$ cat config.mk
export PLATFORM = sky130hd
export DESIGN_NAME = i2c_target
export DESIGN_NICKNAME = d
export VERILOG_FILES = /design/src/rtl/i2c_pkg.sv /design/src/rtl/i2c_bus_sync.sv /design/src/rtl/i2c_target.sv
export SDC_FILE = /design/constraint.sdc
export NUM_CORES = 1
export LEC_CHECK = 0
export CAP_MARGIN = 10
export CORE_ASPECT_RATIO = 0.9
export CORE_MARGIN = 1.5
export CORE_UTILIZATION = 35
export CTS_CLUSTER_DIAMETER = 40
export DETAILED_ROUTE_END_ITERATION = 7
export PLACE_DENSITY_LB_ADDON = 0.12
export SLEW_MARGIN = 25
export SYNTH_ARGS = -nofsm -noshare
export SYNTH_HDL_FRONTEND = slang
export SYNTH_SLANG_ARGS = --single-unit
export TNS_END_PERCENT = 30
$ cat constraint.sdc
create_clock -name clk_i -period 6.7 [get_ports clk_i]
set_input_delay 0.67 -clock clk_i [delete_from_list [all_inputs] [get_ports clk_i]]
set_output_delay 0.67 -clock clk_i [all_outputs]
set_load 0.05 [all_outputs]
$ cat src/rtl/i2c_pkg.sv
// Shared types and constants for the I2C register target.
package i2c_pkg;

  typedef enum logic [3:0] {
    S_IDLE,
    S_ADDR,
    S_ADDR_ACK,
    S_SUB,
    S_SUB_ACK,
    S_WDATA,
    S_WDATA_ACK,
    S_RDATA,
    S_RDATA_ACK,
    S_WAIT_STOP
  } i2c_state_e;

  localparam logic       I2C_ACK              = 1'b0;
  localparam logic       I2C_NACK             = 1'b1;
  localparam logic [6:0] I2C_DEFAULT_DEV_ADDR = 7'h21;

endpackage

$ cat src/rtl/i2c_bus_sync.sv
// Brings SCL/SDA into the clk_i domain and flags START, STOP and SCL edges.
module i2c_bus_sync (
  input  logic clk_i,
  input  logic reset_ni,
  input  logic scl_i,
  input  logic sda_i,
  output logic sda_o,
  output logic start_o,
  output logic stop_o,
  output logic scl_rise_o,
  output logic scl_fall_o
);

  // [0],[1] are the synchronizer stages, [2] holds the previous synchronized value.
  logic [2:0] scl_q;
  logic [2:0] sda_q;

  always_ff @(posedge clk_i or negedge reset_ni) begin
    if (!reset_ni) begin
      scl_q <= '1;
      sda_q <= '1;
    end else begin
      scl_q <= {scl_q[1:0], scl_i};
      sda_q <= {sda_q[1:0], sda_i};
    end
  end

  assign sda_o      = sda_q[1];
  assign scl_rise_o = scl_q[1] & ~scl_q[2];
  assign scl_fall_o = ~scl_q[1] & scl_q[2];
  assign start_o    = scl_q[1] & scl_q[2] & sda_q[2] & ~sda_q[1];
  assign stop_o     = scl_q[1] & scl_q[2] & ~sda_q[2] & sda_q[1];

endmodule

$ cat src/rtl/i2c_target.sv
// I2C target with an 8-bit auto-incrementing register pointer and a small flop register file.
module i2c_target
  import i2c_pkg::*;
#(
  parameter logic [6:0] DEV_ADDR = I2C_DEFAULT_DEV_ADDR,
  parameter int         NUM_REGS = 16
) (
  input  logic       clk_i,
  input  logic       reset_ni,
  input  logic       scl_i,
  input  logic       sda_i,
  output logic       sda_oe_o,
  output logic       wr_valid_o,
  output logic [7:0] wr_addr_o,
  output logic [7:0] wr_data_o,
  output logic       busy_o,
  output i2c_state_e dbg_state_o
);

  localparam int         IDX_W   = (NUM_REGS > 1) ? $clog2(NUM_REGS) : 1;
  localparam logic [3:0] ACK_CNT = 4'd8;

  logic sda_s, start, stop, scl_rise, scl_fall;

  i2c_bus_sync u_sync (
    .clk_i      (clk_i),
    .reset_ni   (reset_ni),
    .scl_i      (scl_i),
    .sda_i      (sda_i),
    .sda_o      (sda_s),
    .start_o    (start),
    .stop_o     (stop),
    .scl_rise_o (scl_rise),
    .scl_fall_o (scl_fall)
  );

  i2c_state_e state_q, state_d;
  logic [3:0] bit_cnt_q, bit_cnt_d;
  logic [7:0] shift_q, shift_d;
  logic [7:0] tx_q, tx_d;
  logic [7:0] ptr_q, ptr_d;
  logic       rw_q, rw_d;
  logic       mack_q, mack_d;
  logic       oe_q, oe_d;
  logic       commit;
  logic       wr_valid_q;
  logic [7:0] wr_addr_q, wr_data_q;
  logic [7:0] regs [NUM_REGS];

  logic [7:0]       ptr_next;
  logic             cur_in_range, nxt_in_range;
  logic [IDX_W-1:0] cur_idx, nxt_idx;
  logic [7:0]       rd_cur, rd_nxt;
  logic             bit_in, byte_done;

  assign ptr_next     = ptr_q + 8'd1;
  assign cur_in_range = ({1'b0, ptr_q} < 9'(NUM_REGS));
  assign nxt_in_range = ({1'b0, ptr_next} < 9'(NUM_REGS));
  assign cur_idx      = ptr_q[IDX_W-1:0];
  assign nxt_idx      = ptr_next[IDX_W-1:0];
  assign rd_cur       = cur_in_range ? regs[cur_idx] : 8'h00;
  assign rd_nxt       = nxt_in_range ? regs[nxt_idx] : 8'h00;
  assign bit_in       = scl_rise && (bit_cnt_q != ACK_CNT);
  assign byte_done    = scl_fall && (bit_cnt_q == ACK_CNT);

  always_ff @(posedge clk_i or negedge reset_ni) begin
    if (!reset_ni) begin
      state_q   <= S_IDLE;
      bit_cnt_q <= '0;
      shift_q   <= '0;
      tx_q      <= '0;
      ptr_q     <= '0;
      rw_q      <= 1'b0;
      mack_q    <= I2C_NACK;
      oe_q      <= 1'b0;
    end else begin
      state_q   <= state_d;
      bit_cnt_q <= bit_cnt_d;
      shift_q   <= shift_d;
      tx_q      <= tx_d;
      ptr_q     <= ptr_d;
      rw_q      <= rw_d;
      mack_q    <= mack_d;
      oe_q      <= oe_d;
    end
  end

  always_comb begin
    state_d   = state_q;
    bit_cnt_d = bit_cnt_q;
    shift_d   = shift_q;
    tx_d      = tx_q;
    ptr_d     = ptr_q;
    rw_d      = rw_q;
    mack_d    = mack_q;
    oe_d      = oe_q;
    commit    = 1'b0;
    if (stop) begin
      state_d = S_IDLE;
      oe_d    = 1'b0;
    end else if (start) begin
      state_d   = S_ADDR;
      bit_cnt_d = '0;
      oe_d      = 1'b0;
    end else begin
      case (state_q)
        S_ADDR, S_SUB, S_WDATA: begin
          if (bit_in) begin
            shift_d   = {shift_q[6:0], sda_s};
            bit_cnt_d = bit_cnt_q + 4'd1;
          end else if (byte_done) begin
            bit_cnt_d = '0;
            oe_d      = 1'b1;
            if (state_q == S_ADDR) begin
              if (shift_q[7:1] == DEV_ADDR) begin
                state_d = S_ADDR_ACK;
                rw_d    = shift_q[0];
              end else begin
                state_d = S_WAIT_STOP;
                oe_d    = 1'b0;
              end
            end else if (state_q == S_SUB) begin
              ptr_d   = shift_q;
              state_d = S_SUB_ACK;
            end else begin
              state_d = S_WDATA_ACK;
            end
          end
        end
        S_ADDR_ACK: begin
          if (scl_fall) begin
            bit_cnt_d = '0;
            if (rw_q) begin
              state_d = S_RDATA;
              tx_d    = rd_cur;
              oe_d    = ~rd_cur[7];
            end else begin
              state_d = S_SUB;
              oe_d    = 1'b0;
            end
          end
        end
        S_SUB_ACK: begin
          if (scl_fall) begin
            state_d = S_WDATA;
            oe_d    = 1'b0;
          end
        end
        S_WDATA_ACK: begin
          // The byte is committed only once its ACK slot has fully ended.
          if (scl_fall) begin
            commit  = cur_in_range;
            ptr_d   = ptr_next;
            state_d = S_WDATA;
            oe_d    = 1'b0;
          end
        end
        S_RDATA: begin
          if (bit_in) begin
            bit_cnt_d = bit_cnt_q + 4'd1;
          end else if (byte_done) begin
            bit_cnt_d = '0;
            state_d   = S_RDATA_ACK;
            oe_d      = 1'b0;
          end else if (scl_fall) begin
            tx_d = {tx_q[6:0], 1'b0};
            oe_d = ~tx_q[6];
          end
        end
        S_RDATA_ACK: begin
          if (scl_rise) begin
            mack_d = sda_s;
          end else if (scl_fall) begin
            // Every byte sent advances the pointer, including the NACKed last one.
            ptr_d = ptr_next;
            if (mack_q == I2C_ACK) begin
              state_d = S_RDATA;
              tx_d    = rd_nxt;
              oe_d    = ~rd_nxt[7];
            end else begin
              state_d = S_WAIT_STOP;
            end
          end
        end
        default: ;
      endcase
    end
  end

  always_ff @(posedge clk_i or negedge reset_ni) begin
    if (!reset_ni) begin
      wr_valid_q <= 1'b0;
      wr_addr_q  <= '0;
      wr_data_q  <= '0;
      for (int i = 0; i < NUM_REGS; i++) regs[i] <= '0;
    end else begin
      wr_valid_q <= commit;
      if (commit) begin
        wr_addr_q     <= ptr_q;
        wr_data_q     <= shift_q;
        regs[cur_idx] <= shift_q;
      end
    end
  end

  assign sda_oe_o    = oe_q;
  assign wr_valid_o  = wr_valid_q;
  assign wr_addr_o   = wr_addr_q;
  assign wr_data_o   = wr_data_q;
  assign busy_o      = (state_q != S_IDLE);
  assign dbg_state_o = state_q;

endmodule
==> run metrics <==
post-synthesis cell count 735; via/cell ratio 5.73; Synth area leader dfrtp_1; CTS tree done; Commonest cells post-synth 178 x dfrtp_1, 158 x mux2_2, 65 x mux4_2; Final Hold Fails 0; critical path required time 6.98 ns; DRT Pass-1 Iters 6; fin crit share 0.505; largest net degree at the start of global routing 86; VDD IR max 0.183 mV; Lkg Pwr 4.71 nW; GRT met3 Usage 0.0333; Die H 162 µm; crit path DAT 3.66 ns; Area Overhead vs Synth 11.9%; Max-slew headroom 0.371; DR DRC count 0; crit path max fanout 33; met1 usage 0.251; post-synthesis mux area share 0.349; number of synthesized flops with an enable pin 0; maximum clock insertion buffer count 2; Post-CTS Hold Buffers 0; number of CTS-inserted buffers 17; IO buf count 26; Tightest Hold Check Type in2async; Std-Cell Rows 58; WL final 25600 µm; Via Count 6344; initial DRC count 280; Routability Congestion 0.764; post-synthesis xor/xnor area fraction 0.00532; Worst Tran Pin Value 0.944 ns; met2 Track Usage GR 0.307; DR WL/cell 23.1 µm; status finished, final reports clean; post-synthesis simple-gate area fraction 0.0767; Final Slew Violations 0; Synth cell types 58; Setup Buffers After CTS 0; GRT Overall Usage 0.186; Compound-Gate Fraction of Synth Area 0.0627; DP Wirelength 16300 µm; Crit Reg-Reg Startpoint ptr_q[0]; final setup fails 0; Setup TNS Final 0 ns; Syn Nets 745; first-pass GRT wire length 40500 µm; path depth of the worst reg2reg path 7; Post-Route Skew 0.0108 ns; PD cells 332 mW/mm²; worst skew pair latency 0.44 ns; CP Capture Type flop; sequential area share after synthesis 0.470; Synth Register Bits 185; Die X 180 µm; fill count 2606; Synth Area in Adders 0.00862; Initial Util 0.354; Max H-tree Level 4; Max Cap Viol 0; clock transition at the registers of the reported paths 0.08 ns; Synth async-reset ratio 1.00; Top Usage Layer GRT met2; most numerous cell in the Yosys netlist dfrtp_1; grt ovf 0; IO Count 27; Yosys warnings 0; Core ar. 0.0279 mm²; largest family of logic cells by synthesized area multiplexers; Max Fclk 296 MHz; synthesized area per cell 13.4 µm²; crit path kind reg2reg; post-route ant nets 0; cts repair resizes 0; Final min period 3.38 ns; reg2reg end tx_q[1]; final core occ 0.396; Mapped Area 0.00987 mm²; Worst Setup Start Kind flop; ys flop type dfrtp_1; top cells by area, synth dfrtp_1 45%, mux2_2 18%, mux4_2 15%; clk root buf clkbuf_16; Final #Nets 743; area share of the largest cell type after synthesis 0.451; die area 0.0292 mm²; worst reg2reg setup slack 3.32 ns; Num Clock Sinks 185; RSZ-0062 raised after global routing no; share of cells above drive strength 1 0.402; antenna violations before repair 0; vias in the first global route 6600
-- worst max path at each step --
stage | slack, ns | from | end | cells after the start
2_1_floorplan | 2.88 | ptr_q[0] | tx_q[3] | 13
3_3_place_gp | 3.25 | ptr_q[6] | regs[117] | 7
3_5_place_dp | 3.22 | ptr_q[0] | tx_q[1] | 7
4_1_cts | 3.23 | ptr_q[0] | tx_q[1] | 7
5_1_grt | 2.94 | ptr_q[0] | tx_q[4] | 7
6_report | 3.32 | ptr_q[0] | tx_q[1] | 7
-- metal layers --
layer	vias to the layer above	part of all wire
met5	-	0
met2	120	0.49
met3	20	0.034
met4	0	0.016
met1	3431	0.46
li1	2773	-
-- registers in the layout, indices dropped and copies added, names as in the netlist, 4 cells and up --
signal       flops
ptr_q            8
wr_addr_o        8
shift_q          8
dbg_state_o      4
regs           128
wr_data_o        8
tx_q             7
bit_cnt_q        4
-- cells by family (layout without fill, tap and decap cells) --
group,after synthesis,count (layout)
AO/OA/AOI/OAI,90,90
XOR/XNOR,6,6
adder cells (fa/ha/maj),7,7
buffers and inverters,66,77
flip-flops,185,185
multiplexers,243,243
other,0,1
AND/OR/NAND/NOR,138,138
-- metrics by stage --
| stage | cells | cell area, µm² | setup slack [ns] | hold WS (ns) | power (mW) |
|---|---|---|---|---|---|
| global route | 1106 | 11000 | 2.94 | 0.315 | 3.89 |
| global placement | 1074 | 10400 | 3.25 | 0.352 | 2.66 |
| CTS | 1106 | 11000 | 3.23 | 0.309 | 3.71 |
| finish | 1107 | 11000 | 3.32 | 0.278 | 3.67 |
| detailed placement | 1074 | 10500 | 3.22 | 0.351 | 2.68 |
| floorplan | 735 | 9870 | 2.88 | 0.345 | 2.32 |
-- worst max-delay path: stages, from the launching register on --
cell and delay [ns]:
dfrtp_4 0.76, inv_1 0.21, ha_2 0.62, buf_4 0.49, mux4_2 0.57, mux2_2 0.28
o211ai_1 0.16, a41oi_1 0.14
-- cells in the final DEF, fill, tap and decap left out, types with 5 or more instances in the layout --
cell,netlist,routed
a211o_1,9,9
a211oi_1,9,9
a21oi_1,19,19
a41oi_1,6,6
buf_4,2,10
clkbuf_16,0,17
clkdlybuf4s50_1,0,25
dfrtp_1,178,176
dfstp_2,7,7
ha_1,6,5
inv_1,9,9
mux2_2,158,158
mux2i_1,20,20
mux4_2,65,65
nand2_1,36,36
nand2b_1,6,6
nand3_1,12,12
nor2_1,22,21
nor2_2,11,12
nor2b_1,17,17
o211ai_1,7,7
o21ai_0,16,16
-- report_power, final --
group / internal (mW) / switching, mW / total (mW)
clock: 0.529 / 0.485 / 1.01
combinational: 0.471 / 0.670 / 1.14
sequential: 1.22 / 0.292 / 1.51
total: 2.22 / 1.45 / 3.67
-- layout make-up --
class	instances	area, µm²	area share
Tap cell	360	450	0.0408
Clock inverter	15	165	0.0149
Clock buffer	17	425	0.0385
Inverter	9	33.8	0.00306
Antenna cell	1	2.50	0.000227
Multi-Input combinational cell	484	4990	0.452
Timing Repair Buffer	36	339	0.0307
Sequential cell	185	4640	0.420
Note: power is estimated with default switching activity, not from simulation.
